## src/rtl/async_input_debounce.sv

```systemverilog
`default_nettype none
// ============================================================================
//  Module      : async_input_debounce
//  Description : Debounces a clk-synchronous level input. A level change is
//                accepted after DEBOUNCE_CNT consecutive equal samples.
//                Produces the debounced level, rise/fall pulses, and a single
//                hold pulse once the level has been high for HOLD_CNT cycles.
//  Revision    : 1.0 - initial release
// ============================================================================
module async_input_debounce #(
   parameter int DEBOUNCE_CNT = 4,
   parameter int HOLD_CNT     = 1000
) (
   input  logic clk,
   input  logic rst_n,
   input  logic d,
   output logic q,
   output logic rise,
   output logic fall,
   output logic hold
);

   localparam int c_db_w   = $clog2(DEBOUNCE_CNT + 1);
   localparam int c_hold_w = $clog2(HOLD_CNT + 1);

   localparam logic [c_db_w-1:0]   c_db_one    = c_db_w'(1);
   localparam logic [c_db_w-1:0]   c_db_last   = c_db_w'(DEBOUNCE_CNT - 1);
   localparam logic [c_hold_w-1:0] c_hold_one  = c_hold_w'(1);
   localparam logic [c_hold_w-1:0] c_hold_last = c_hold_w'(HOLD_CNT - 1);
   localparam logic [c_hold_w-1:0] c_hold_max  = c_hold_w'(HOLD_CNT);

   typedef enum logic [1:0] {
      S_LOW     = 2'd0,
      S_RISING  = 2'd1,
      S_HIGH    = 2'd2,
      S_FALLING = 2'd3
   } state_t;

   state_t              r_state;
   logic [c_db_w-1:0]   r_db_cnt;
   logic [c_hold_w-1:0] r_hold_cnt;
   logic                r_q;
   logic                r_rise;
   logic                r_fall;
   logic                r_hold;

   // The debounce run completes on this edge: the counter already holds
   // DEBOUNCE_CNT-1 matching samples and the current sample is one more.
   logic w_accept_high;
   logic w_accept_low;

   assign w_accept_high = (r_state == S_RISING)  &&  d && (r_db_cnt == c_db_last);
   assign w_accept_low  = (r_state == S_FALLING) && !d && (r_db_cnt == c_db_last);

   // Debounce state machine: tracks candidate level changes and drives q/rise/fall.
   always_ff @(posedge clk or negedge rst_n) begin
      if (!rst_n) begin
         r_state  <= S_LOW;
         r_db_cnt <= '0;
         r_q      <= 1'b0;
         r_rise   <= 1'b0;
         r_fall   <= 1'b0;
      end else begin
         r_rise <= 1'b0;
         r_fall <= 1'b0;
         case (r_state)
            S_LOW: begin
               if (d) begin
                  r_state  <= S_RISING;
                  r_db_cnt <= c_db_one;
               end
            end
            S_RISING: begin
               if (!d) begin
                  // Glitch: abandon the candidate rise silently.
                  r_state  <= S_LOW;
                  r_db_cnt <= '0;
               end else if (w_accept_high) begin
                  r_state  <= S_HIGH;
                  r_db_cnt <= '0;
                  r_q      <= 1'b1;
                  r_rise   <= 1'b1;
               end else begin
                  r_db_cnt <= r_db_cnt + c_db_one;
               end
            end
            S_HIGH: begin
               if (!d) begin
                  r_state  <= S_FALLING;
                  r_db_cnt <= c_db_one;
               end
            end
            S_FALLING: begin
               if (d) begin
                  // Glitch: q never dropped, so the hold timer keeps running.
                  r_state  <= S_HIGH;
                  r_db_cnt <= '0;
               end else if (w_accept_low) begin
                  r_state  <= S_LOW;
                  r_db_cnt <= '0;
                  r_q      <= 1'b0;
                  r_fall   <= 1'b1;
               end else begin
                  r_db_cnt <= r_db_cnt + c_db_one;
               end
            end
            default: begin
               r_state  <= S_LOW;
               r_db_cnt <= '0;
               r_q      <= 1'b0;
            end
         endcase
      end
   end

   // Hold timer: counts accepted-high cycles, fires once, saturates, and is
   // cleared on both q transitions so a fall on the completing edge wins.
   always_ff @(posedge clk or negedge rst_n) begin
      if (!rst_n) begin
         r_hold_cnt <= '0;
         r_hold     <= 1'b0;
      end else begin
         r_hold <= 1'b0;
         if (w_accept_high || w_accept_low) begin
            r_hold_cnt <= '0;
         end else if (r_q && (r_hold_cnt != c_hold_max)) begin
            r_hold_cnt <= r_hold_cnt + c_hold_one;
            r_hold     <= (r_hold_cnt == c_hold_last);
         end
      end
   end

   assign q    = r_q;
   assign rise = r_rise;
   assign fall = r_fall;
   assign hold = r_hold;

endmodule
`default_nettype wire

```

## config.mk

```make
export PLATFORM = sky130hd
export DESIGN_NAME = async_input_debounce
export DESIGN_NICKNAME = d
export VERILOG_FILES = /design/src/rtl/async_input_debounce.sv
export SDC_FILE = /design/constraint.sdc
export NUM_CORES = 1
export LEC_CHECK = 0
export ABC_CLOCK_PERIOD_IN_PS = 1850
export BUFFER_PORTS_ARGS = -buffer_cell sky130_fd_sc_hd__buf_2
export CAP_MARGIN = 20
export CORE_MARGIN = 4
export CORE_UTILIZATION = 32
export CTS_BUF_LIST = sky130_fd_sc_hd__clkbuf_4
export DETAILED_ROUTE_END_ITERATION = 10
export SKIP_LAST_GASP = 1
export SLEW_MARGIN = 10
export SYNTH_ARGS = -nofsm -noshare
export SYNTH_HDL_FRONTEND = slang
export SYNTH_SLANG_ARGS = --single-unit
```

## constraint.sdc

```tcl
create_clock -name clk -period 1.85 [get_ports clk]
set_clock_uncertainty 0.1 [all_clocks]
set_input_delay 0.37 -clock clk [delete_from_list [all_inputs] [get_ports clk]]
set_output_delay 0.37 -clock clk [all_outputs]
set_load 0.02 [all_outputs]
```

# Yosys cells after proc, flatten, opt, wreduce, memory -nomap -nowiden
# Index checks and enable logic that the tools add are counted.
word_totals:
  register_bits: 19
  elab_cells: 65
op_classes:
  n_reduce_logical: 13
  n_eq_ne: 14
  n_mux: 29
  addsub: 2
ops:
  columns: ["operator", "count"]
  rows:
  - ["$mux W10", 2]
  - ["$mux W3", 6]
  - ["$mux W1", 12]
  - ["$mux W2", 6]
  - ["$ne A2 B2 Y1 const B", 6]
  - ["$pmux W3 S4", 1]
  - ["$add A10 B1 Y10 const B", 1]
  - ["$eq A10 B10 Y1 const B", 1]
  - ["$ne A10 B10 Y1 const B", 1]
  - ["$pmux W2 S4", 1]
  - ["$ne A3 B3 Y1 const B", 2]
  - ["$logic_and A1 B1 Y1", 5]
  - ["$reduce_and A5 Y1", 1]
  - ["$eq A2 B2 Y1 const B", 2]
  - ["$reduce_and A4 Y1", 1]
  - ["$reduce_bool A2 Y1", 2]
  - ["$add A3 B1 Y3 const B", 1]
  - ["$eq A3 B2 Y1 const B", 1]
  - ["$eq A2 B1 Y1 const B", 1]
  - ["$logic_not A2 Y1", 1]
  - ["$pmux W1 S2", 1]
  - ["$reduce_and A2 Y1", 1]
  - ["$logic_not A1 Y1", 1]
  - ["$logic_or A1 B1 Y1", 1]

# Depth between registers and ports, before layout
# Gate-level depths: netlist of run 1.
logic_depth:
  word_depth: 6
  mapped_depth: 6
  depth_no_buf: 6

# Worst setup path after synthesis of run 1
# Ideal clock, no wire load.
synth_path:
  path_type: "register to register"
  startpoint: "reg r_hold_cnt[4]"
  endpoint: "reg r_hold_cnt[1]"
  path_slack_ps: 405
  path_buffers: 0
  setup_ps: 122
  stages_incl_launch_ff: 5
  arrival_ps: 1223
  required_time_ps: 1628
  path_cell_list: "dfrtp_1 or2b_4 o41ai_4 mux2i_1 nor2_1"
synth_via:
  elab_chain_len: 3
synth_lines:
  columns: ["element", "line_no", "rtl"]
  rows:
  - ["start, declared", "41", "logic [c_hold_w-1:0] r_hold_cnt;"]
  - ["start signal, assigned", "127", "r_hold_cnt <= r_hold_cnt + c_hold_one;"]
  - ["$ne A10 B10 Y1", "126", "end else if (r_q && (r_hold_cnt != c_hold_max)) begin"]
  - ["$logic_and A1 B1 Y1", "126", null]
  - ["$reduce_bool A2 Y1 (no source line)", null, null]
# No other way between the ends.
# A chain may end at the register's enable or synchronous reset.

# Worst setup path after layout of run 1
layout_path:
  startpoint: "reg r_db_cnt[0]"
  endpoint: "reg r_hold (netlist: hold)"
layout_via:
  elab_chain_len: 4
  word_cells_on_any_way: 5
  classes_between: "1 x eq/ne; 1 x mux; 3 x reduce/logical"
layout_lines:
  columns: ["element", "line_no", "rtl"]
  rows:
  - ["start, declared", "40", "logic [c_db_w-1:0] r_db_cnt;"]
  - ["start signal, assigned", "70", "r_db_cnt <= c_db_one;"]
  - ["start signal, assigned", "84", "r_db_cnt <= r_db_cnt + c_db_one;"]
  - ["start signal, assigned", "90", "r_db_cnt <= c_db_one;"]
  - ["$eq A3 B2 Y1 (*)", "52, 53", null]
  - ["$logic_and A1 B1 Y1 (on tied branches)", "52, 53", null]
  - ["$logic_or A1 B1 Y1 (*)", "124", "if (w_accept_high || w_accept_low) begin"]
  - ["$mux W1 (*)", "124", null]
  - ["end signal, assigned", "128", "r_hold <= (r_hold_cnt == c_hold_last);"]
  - ["end, declared", "45", "logic r_hold;"]
# Mark *: on every way between the ends. The rest lies on a longest branch, timed or not.

==> flow_metrics.env, run 1 <==
export IMPL_r2r_worst_path_cells=5
export IMPL_min_path_type="input pin to flop"
export IMPL_clkSlewWorstSetupHoldPaths_ns=0.12
export IMPL_antenna_cells=0
export IMPL_rr_startpoint="r_db_cnt[0]$_DFFE_PN0P_"
export IMPL_powerDensity_mw_per_mm2=1410
export IMPL_vias=649
export IMPL_hold_viol=0
export IMPL_grt_pass1_vias=660
export IMPL_r2r_end="hold$_DFF_PN0_"
export IMPL_crit_family="simple AND/OR/NAND/NOR gates"
export IMPL_syn_area_um2=923
export IMPL_crit_arrival_ns=1.73
export IMPL_die_height_um=61.7
export IMPL_die_area_mm2=0.00381
export IMPL_synth_seq_cells=19
export IMPL_yosysSeqAreaShare_pct=51.5
export IMPL_postSynthAreaPerCell_um2=10.3
export IMPL_relSlewSlack_pct=72.7
export IMPL_design_area_mm2=0.00104
export IMPL_ctsLongestPathBuffers=2
export IMPL_drtIter0Drc=11
export IMPL_syn_to_final_growth_pct=12.7
export IMPL_start_util_pct=33.5
export IMPL_core_area_mm2=0.00276
export IMPL_synthCells=90
export IMPL_ant_nets=0
export IMPL_min_to="fall$_DFF_PN0_"
export IMPL_crit_path_start="r_db_cnt[0]$_DFFE_PN0P_"
export IMPL_critPathKind="flop to flop"
export IMPL_netlist_area_leader_share_pct=51.5
export IMPL_cts_sinks=19
export IMPL_p_leak_nw=0.487
export IMPL_setup_violations=0
export IMPL_cts_tree="done"
export IMPL_rsz0062_at_grt="no"
export IMPL_grt_usage_pct=10.3
export IMPL_routed_wl_um=1570
export IMPL_slew_viol_final=0
export IMPL_critPathMaxFanout=6
export IMPL_placed_area_um2=998
export IMPL_fmax_mhz=617
export IMPL_grt_overflow_total=0
export IMPL_crit_path_frequent_cell="ha_1"
export IMPL_num_rows=19
export IMPL_cts_htree_levels=1
export IMPL_io_pin_count=7
export IMPL_clock_latency_ns=0.30
export IMPL_maxCapViolations=0
export IMPL_dr_pass1_iters=4
export IMPL_worstSetupStartpointType="flop"
export IMPL_cts_root_buf="clkbuf_4"
export IMPL_fin_nets=109
export IMPL_cpPeakStageDelay_ns=0.41
export IMPL_grt_max_degree=20
export IMPL_crit_path_top_delay_cell="dfrtp_1"
export IMPL_antenna_found_initial=0
export IMPL_endpoint_kind="flop"
export IMPL_yosysUniqueCellTypes=26
export IMPL_r2r_slack_ns=0.23
export IMPL_via_per_inst=4.92
export IMPL_period_needed_ns=1.62
export IMPL_whs_path_depth=2
export IMPL_final_core_util_pct=37.7
export IMPL_tightestPinTransition_ns=0.409
export IMPL_drive_gt1_share_pct=16.8
export IMPL_post_route_period_util_pct=87.6
export IMPL_status="complete, no violations"
export IMPL_required_ns=1.95
export IMPL_cts_setup_buffers=0
export IMPL_syn_num_nets=97
export IMPL_synth_area_leaders="dfrtp_1 (51%), xnor2_1 (5.7%), ha_1 (5.4%), nand2_1 (4.5%), nor2_1 (4.1%)"
export IMPL_cts_inserted_buffers=3
export IMPL_fin_tns_setup_ns=0
export IMPL_ys_warn_count=0
export IMPL_die_x_um=61.7
export IMPL_synth_top_area_cell="dfrtp_1"
export IMPL_gp_congestion=0.703
export IMPL_drc=0
export IMPL_post_drt_wl_per_cell_um=11.9
export IMPL_io_buffers=6
export IMPL_ir_worst_vdd_v=0.000699
export IMPL_hp_start="d"
export IMPL_grt_pass1_wl_um=2850
export IMPL_path_buf_inv=0
export IMPL_path_cells="ha_1, ha_1, nand2_1, nor2_2, nor4b_1"
export IMPL_hpwl_um=1160
-- through the flow --
| step | power, mW | hold WS [ns] | instances | worst slack, ns |
|---|---|---|---|---|
| after floorplan | 1.11 | -0.0256 | 90 | 0.405 |
| after detailed placement | 1.26 | 0.227 | 127 | 0.156 |
| after global placement | 1.24 | 0.224 | 127 | 0.203 |
| after global routing | 1.60 | 0.181 | 132 | 0.0398 |
| final | 1.47 | 0.186 | 132 | 0.229 |
| after CTS | 1.49 | 0.168 | 132 | 0.127 |
-- power by group --
group | switching [mW] | internal, mW | leakage [nW]
Clock | 0.141 | 0.0824 | 0.0139
Combinational | 0.263 | 0.233 | 0.233
Sequential | 0.181 | 0.568 | 0.240
Total | 0.585 | 0.884 | 0.487
-- synth_stat cells --
| cell | count |
|---|---|
| dfrtp_1 | 19 |
| nand2_1 | 11 |
| nor2_1 | 10 |
| xnor2_1 | 6 |
| inv_1 | 5 |
| nor3_1 | 5 |
| a21oi_1 | 4 |
| ha_1 | 4 |
| o21ai_0 | 4 |
| nand3_1 | 3 |
| nand3b_1 | 2 |
| nand4_1 | 2 |
| xor2_1 | 2 |
| a311o_1 | 1 |
| a31oi_1 | 1 |
| buf_2 | 1 |
| clkbuf_1 | 1 |
| mux2i_1 | 1 |
| nand4_2 | 1 |
| nor2_2 | 1 |
| nor3b_1 | 1 |
| nor4b_1 | 1 |
| o21a_1 | 1 |
| o41ai_4 | 1 |
| or2b_4 | 1 |
| or3_1 | 1 |
-- timing repair --
item / in CTS / in global routing
hold buffers: 1 / 0
endpoints found under the hold margin: 19 / 0
setup endpoints to repair: 0 / 6
gates resized for setup: 0 / 1
-- area by class of cell --
cell class,instances,area (um^2)
clock buffers,3,22.5
clock inverters,1,7.51
fillers,283,1720
inverters,5,18.8
multi-input cells,64,423
flip-flops and latches,19,475
well taps,31,38.8
repair buffers,9,55.1
-- kinds of logic after synthesis --
logic type | count (synthesis) | share of synthesized area (%)
xor+xnor | 8 | 7.59
fa+ha+maj | 4 | 5.42
simple gates | 39 | 21.5
mux | 1 | 1.08
compound gates | 12 | 9.89
flops | 19 | 51.5
buf+inv | 7 | 2.98
-- state kept, by name (all words and copies together), names as in the netlist, named ones only --
| register | count |
|---|---|
| q | 1 |
| hold | 1 |
| r_state | 1 |
| r_db_cnt | 3 |
| fall | 1 |
| r_hold_cnt | 10 |
| rise | 1 |
-- placed cells by master, fill, tap and decap left out, types with 3 or more instances in the layout --
cell type  Yosys  routed
nand2_1       11      11
nand3_1        3       3
buf_2          1       6
dfrtp_1       19      19
clkbuf_4       0       3
ha_1           4       4
nor3_1         5       5
xnor2_1        6       6
o21ai_0        4       4
nor2_1        10       9
a21oi_1        4       4
inv_1          5       5
-- routing by layer --
layer | part of all wire (%) | up-vias | GRT usage (%)
met4 | 1.1 | 0 | 5.15
li1 | - | 328 | -
met2 | 48 | 11 | 16.9
met5 | 0 | - | 0
met1 | 47 | 308 | 11.8
met3 | 3.8 | 2 | 3.72
-- how the worst max path moves through the flow --
stage	cells after the start	slack (ns)	end
4_1_cts	6	0.13	r_hold_cnt[9]$_DFFE_PN0P_
5_1_grt	5	0.04	hold$_DFF_PN0_
3_5_place_dp	6	0.16	r_hold_cnt[1]$_DFFE_PN0P_
2_1_floorplan	4	0.41	r_hold_cnt[1]$_DFFE_PN0P_
6_report	5	0.23	hold$_DFF_PN0_
3_3_place_gp	6	0.20	r_hold_cnt[3]$_DFFE_PN0P_
(Power assumes the default switching activity.)
==> run 2, diff against run 1 <==
--- a/config.mk
+++ b/config.mk
@@ -12,6 +12,8 @@
 export CORE_UTILIZATION = 32
 export CTS_BUF_LIST = sky130_fd_sc_hd__clkbuf_4
 export DETAILED_ROUTE_END_ITERATION = 10
+export SETUP_SLACK_MARGIN = 0.5
+export SKIP_CTS_REPAIR_TIMING = 1
 export SKIP_LAST_GASP = 1
 export SLEW_MARGIN = 10
 export SYNTH_ARGS = -nofsm -noshare
==> run 2 against run 1 <==
  * Maximum frequency is 7.5% higher
  * Count of clock-buffer cells in the layout stayed put
  * Via count is 13% higher
  * Largest power group is now combinational cells
==> flow_metrics.env, run 2 (synthesis gave the netlist of run 1 again) <==
export IMPL_rsz0062_at_grt="yes"
export IMPL_placed_area_mm2=0.00101
export IMPL_relSlewSlack_pct=71.8
export IMPL_ant_nets=0
export IMPL_drtIter0Drc=29
export IMPL_grt_pass1_vias=641
export IMPL_vias=736
export IMPL_fin_tns_setup_ns=0
export IMPL_io_buffers=6
export IMPL_rr_startpoint="r_hold_cnt[4]$_DFFE_PN0P_"
export IMPL_status="complete, no violations"
export IMPL_grt_pass1_wl_um=2730
export IMPL_multiInputGateArea_um2=556
export IMPL_p_leak_nw=0.614
export IMPL_post_drt_wl_per_cell_um=12.9
export IMPL_seq_area_um2=480
export IMPL_fmax_mhz=663
export IMPL_slew_viol_final=0
export IMPL_cts_inserted_buffers=3
export IMPL_design_area_mm2=0.00133
export IMPL_setup_violations=0
export IMPL_fin_nets=126
export IMPL_clock_latency_ns=0.30
export IMPL_grt_overflow_total=0
export IMPL_regMostFlops="r_hold_cnt"
export IMPL_grt_max_degree=20
export IMPL_core_area_mm2=0.00276
export IMPL_start_util_pct=33.5
export IMPL_antenna_cells=0
export IMPL_io_pin_count=7
export IMPL_layout_common_cells="buf_4 (16), dfrtp_1 (15), nor2_1 (9), nand2_1 (9)"
export IMPL_r2r_worst_path_cells=4
export IMPL_grt_usage_pct=9.71
export IMPL_die_height_um=61.7
export IMPL_finalPower_mw=1.83
export IMPL_cts_tree="done"
export IMPL_gp_congestion=0.806
export IMPL_final_core_util_pct=48.1
export IMPL_cts_root_buf="clkbuf_4"
export IMPL_drc=0
export IMPL_hold_viol=0
export IMPL_post_route_period_util_pct=81.5
export IMPL_dr_pass1_iters=4
export IMPL_endpoint_kind="flop"
export IMPL_antenna_found_initial=0
export IMPL_largest_reg_flops=10
export IMPL_r2r_end="r_hold_cnt[1]$_DFFE_PN0P_"
export IMPL_cts_sinks=19
export IMPL_required_ns=1.95
export IMPL_clkSlewWorstSetupHoldPaths_ns=0.11
export IMPL_r2r_slack_ns=0.34
export IMPL_min_path_type="input pin to flop"
export IMPL_period_needed_ns=1.51
export IMPL_ir_worst_vdd_v=0.000822
export IMPL_worstSetupStartpointType="flop"
export IMPL_die_area_mm2=0.00381
export IMPL_layout_commonest_cell="buf_4"
export IMPL_drive_gt1_share_pct=46.6
export IMPL_critPathMaxFanout=3
export IMPL_critPathKind="flop to flop"
export IMPL_maxCapViolations=0
export IMPL_powerDensity_mw_per_mm2=1380
export IMPL_fillers=251
export IMPL_ctsLongestPathBuffers=2
export IMPL_critPathCapture="r_hold_cnt[1]$_DFFE_PN0P_"
export IMPL_num_rows=19
export IMPL_hpwl_um=1120
export IMPL_crit_path_start="r_hold_cnt[4]$_DFFE_PN0P_"
export IMPL_cts_htree_levels=1
export IMPL_tightestPinTransition_ns=0.423
export IMPL_crit_arrival_ns=1.61
export IMPL_routed_wl_um=1930
export IMPL_via_per_inst=4.94
export IMPL_reg_largest_list="r_hold_cnt: 10 flops, r_db_cnt: 3 flops"
export IMPL_syn_to_final_growth_pct=43.8
export IMPL_die_x_um=61.7
run 2: layout make-up:
cell class,count,area share (%)
Clock inverter,1,0.377
Inverter,5,1.41
Timing Repair Buffer,26,15.6
Tap cell,31,2.92
Multi-Input combinational cell,64,41.8
Sequential cell,19,36.2
Clock buffer,3,1.70
run 2: critical path: stages (launching register included):
cell	delay [ns]
dfrtp_1	0.42
or2b_4	0.27
o41ai_4	0.34
mux2i_1	0.22
nor2_1	0.05
run 2: report_power, final:
| group | total [mW] | internal (mW) | switching, mW |
|---|---|---|---|
| registers | 0.786 | 0.575 | 0.211 |
| clock network | 0.210 | 0.0806 | 0.129 |
| logic | 0.835 | 0.440 | 0.395 |
| total | 1.83 | 1.10 | 0.736 |
run 2: through the flow:
stage | worst slack (ns) | hold WS (ns) | instances
finish | 0.343 | 0.201 | 149
detailed placement | 0.283 | 0.233 | 127
global route | 0.287 | 0.191 | 149
CTS | 0.241 | -0.108 | 131
floorplan | 0.409 | -0.0256 | 90
global placement | 0.298 | 0.226 | 127
run 2: layer usage:
metal	up-vias	GRT usage (%)	part of all wire, %
met5	-	0	0
li1	365	-	-
met2	11	15.5	52
met1	358	11.5	43
met3	2	4.34	4.1
met4	0	3.64	0.93
run 2: how the worst min path moves through the flow:
stage,start,endpoint,slack [ns],cells after the start
5_1_grt,d,fall$_DFF_PN0_,0.19,2
6_report,d,fall$_DFF_PN0_,0.20,2
2_1_floorplan,rst_n,async pin,-0.03,0
3_5_place_dp,rst_n,hold$_DFF_PN0_,0.23,1
3_3_place_gp,rst_n,r_hold_cnt[5]$_DFFE_PN0P_,0.23,1
4_1_cts,rst_n,r_hold_cnt[7]$_DFFE_PN0P_,-0.11,1
==> run 3, diff against run 2 <==
--- a/config.mk
+++ b/config.mk
@@ -5,7 +5,7 @@
 export SDC_FILE = /design/constraint.sdc
 export NUM_CORES = 1
 export LEC_CHECK = 0
-export ABC_CLOCK_PERIOD_IN_PS = 1850
+export ABC_CLOCK_PERIOD_IN_PS = 1300
 export BUFFER_PORTS_ARGS = -buffer_cell sky130_fd_sc_hd__buf_2
 export CAP_MARGIN = 20
 export CORE_MARGIN = 4
==> constraint.sdc (replaced) <==
create_clock -name clk -period 1.3 [get_ports clk]
set_clock_uncertainty 0.1 [all_clocks]
set_input_delay 0.26 -clock clk [delete_from_list [all_inputs] [get_ports clk]]
set_output_delay 0.26 -clock clk [all_outputs]
set_load 0.02 [all_outputs]
==> run 3 against run 2 <==
  * Die area stayed put
  * Critical path depth is 2 higher
  * Sequential share of layout area is 6.1 points lower
  * Power is 77% higher
  * Hold slack worse by 0.42 ns
  * Wire length is 17% higher
  * Highest routed layer unchanged
  * The run now ends with hold timing, setup timing left
  * Largest cell class unchanged
  * First-iteration DRC count is 34% lower
  * Count of clock-buffer cells in the layout is 1 higher
==> flow_metrics.env, run 3 (synthesis gave the netlist of run 1 again) <==
export IMPL_status="finished with violations"
export IMPL_failed_checks="hold timing, setup timing"
export IMPL_met2_usage_pct=23.0
export IMPL_layout_common_cells="buf_4 (32), dfrtp_1 (17), buf_6 (10), nor2_1 (9), nand2_1 (9)"
export IMPL_worstSetupStartpointType="flop"
export IMPL_sw_frac_of_total_pct=38.4
export IMPL_reg_largest_list="r_hold_cnt: 10 flops, r_db_cnt: 3 flops"
export IMPL_grt_pass1_wl_um=3460
export IMPL_post_drt_wl_per_cell_um=13.4
export IMPL_cts_sinks=19
export IMPL_ctsLongestPathBuffers=2
export IMPL_crit_path_top_delay_cell="dfrtp_1"
export IMPL_hpwl_um=1500
export IMPL_ant_nets=0
export IMPL_drive_gt1_share_pct=58.7
export IMPL_met3_usage_pct=3.10
export IMPL_vias=832
export IMPL_clkSlewWorstSetupHoldPaths_ns=0.10
export IMPL_tightestPinTransition_ns=0.428
export IMPL_die_x_um=61.7
export IMPL_die_height_um=61.7
export IMPL_cts_tree="done"
export IMPL_holdWs_ns=-0.218
export IMPL_met1_usage_pct=13.8
export IMPL_fin_tns_setup_ns=-1.83
export IMPL_power_frac_comb_pct=58.7
export IMPL_rsz0062_at_grt="yes"
export IMPL_cts_htree_levels=1
export IMPL_cpPeakStageDelay_ns=0.42
export IMPL_setup_violations=15
export IMPL_design_area_mm2=0.00159
export IMPL_drtIter0Drc=19
export IMPL_fmax_mhz=657
export IMPL_grt_usage_pct=12.6
export IMPL_antenna_cells=0
export IMPL_seq_power_share_pct=31.4
export IMPL_path_buf_inv=1
export IMPL_routed_wl_um=2260
export IMPL_grt_pass1_vias=797
export IMPL_critPathMaxFanout=3
export IMPL_p_leak_nw=0.733
export IMPL_p_int_mw=2.00
export IMPL_finalPower_mw=3.24
export IMPL_largest_reg_flops=10
export IMPL_power_switching_mw=1.24
export IMPL_powerDensity_mw_per_mm2=2040
export IMPL_io_pin_count=7
export IMPL_via_per_inst=4.92
export IMPL_dr_pass1_iters=4
export IMPL_fin_ws_ns=-0.222
export IMPL_placed_area_mm2=0.00129
export IMPL_cts_inserted_buffers=3
export IMPL_grt_overflow_total=0
export IMPL_busiest_layer="met2"
export IMPL_fin_nets=146
export IMPL_layout_commonest_cell="buf_4"
export IMPL_maxCapViolations=0
export IMPL_grt_max_degree=20
export IMPL_cts_root_buf="clkbuf_4"
export IMPL_antenna_found_initial=0
export IMPL_min_path_type="input pin to async pin"
export IMPL_path_cells="inv_2, ha_4, nand2_4, o41ai_4, mux2i_1, nor2_1"
export IMPL_ir_worst_vdd_v=0.00117
export IMPL_critPathKind="flop to flop"
export IMPL_drc=0
export IMPL_crit_arrival_ns=1.62
export IMPL_die_area_mm2=0.00381
export IMPL_clock_latency_ns=0.30
export IMPL_period_needed_ns=1.52
export IMPL_endpoint_kind="flop"
export IMPL_start_util_pct=33.5
export IMPL_gp_congestion=0.726
export IMPL_slew_viol_final=0
export IMPL_hold_viol=19
export IMPL_core_area_mm2=0.00276
export IMPL_required_ns=1.40
export IMPL_syn_to_final_growth_pct=72.0
export IMPL_relSlewSlack_pct=71.4
export IMPL_post_route_period_util_pct=117
export IMPL_num_rows=19
export IMPL_crit_family="flip-flops"
export IMPL_regMostFlops="r_hold_cnt"
export IMPL_io_buffers=6
export IMPL_pwr_share_clk_pct=9.9
run 3: cell types whose count changed in the layout (fill, tap and decap cells not counted), moves of 2 or more:
cell / change
buf_2: -2
o21ai_1: +2
buf_6: +5
dfrtp_1: +2
o21ai_0: -3
buf_4: +16
dfrtp_2: -2
run 3: area by class of cell:
class | count | area [um^2]
Fill cell | 252 | 1170
Multi-Input combinational cell | 65 | 639
Sequential cell | 19 | 478
Timing Repair Buffer | 45 | 383
Tap cell | 31 | 38.8
Clock buffer | 4 | 30.0
Inverter | 5 | 18.8
run 3: through the flow:
| stage | setup slack (ns) | utilization (%) | std cells |
|---|---|---|---|
| finish | -0.222 | 57.6 | 169 |
| detailed placement | -0.183 | 46.7 | 152 |
| global route | -0.281 | 57.6 | 169 |
| global placement | -0.161 | 46.7 | 152 |
| CTS | -0.201 | 47.8 | 156 |
| floorplan | -0.141 | - | 90 |
run 3: path summary, 6_finish.rpt:
kind	startpoint	endpoint	slack [ns]	depth (start not counted)
max	r_hold_cnt[1]$_DFFE_PN0P_	r_hold_cnt[1]$_DFFE_PN0P_	-0.22	6
min	rst_n	r_hold_cnt[5]$_DFFE_PN0P_	-0.22	1
min reg2reg	r_db_cnt[2]$_DFFE_PN0P_	r_db_cnt[2]$_DFFE_PN0P_	0.43	2
min in group clk	d	fall$_DFF_PN0_	0.25	3
max reg2reg	r_hold_cnt[1]$_DFFE_PN0P_	r_hold_cnt[1]$_DFFE_PN0P_	-0.22	6
max in group asynchronous	rst_n	async pin	1.00	1
run 3: per-layer routing:
metal | routed length (um) | vias up | share of wire, %
met2 | 1260 | 12 | 55
met5 | 0 | - | 0
met4 | 39 | 0 | 1.7
met3 | 59 | 6 | 2.6
li1 | - | 409 | -
met1 | 909 | 405 | 40
run 3: worst reg2reg max path, delay by kind of cell, from the launching register on:
family          cells  cell delay (ns)
compound gates      1             0.35
fa+ha+maj           1             0.14
buf+inv             1             0.08
flops               1             0.42
mux                 1             0.22
simple gates        2             0.11
run 3: power by group through the flow:
stage,clock network [mW],logic [mW],registers (mW)
floorplan,0,0.745,1.03
global placement,0,1.36,0.999
detailed placement,0,1.42,1.01
CTS,0.336,1.42,0.996
global route,0.357,2.08,1.04
finish,0.322,1.90,1.02
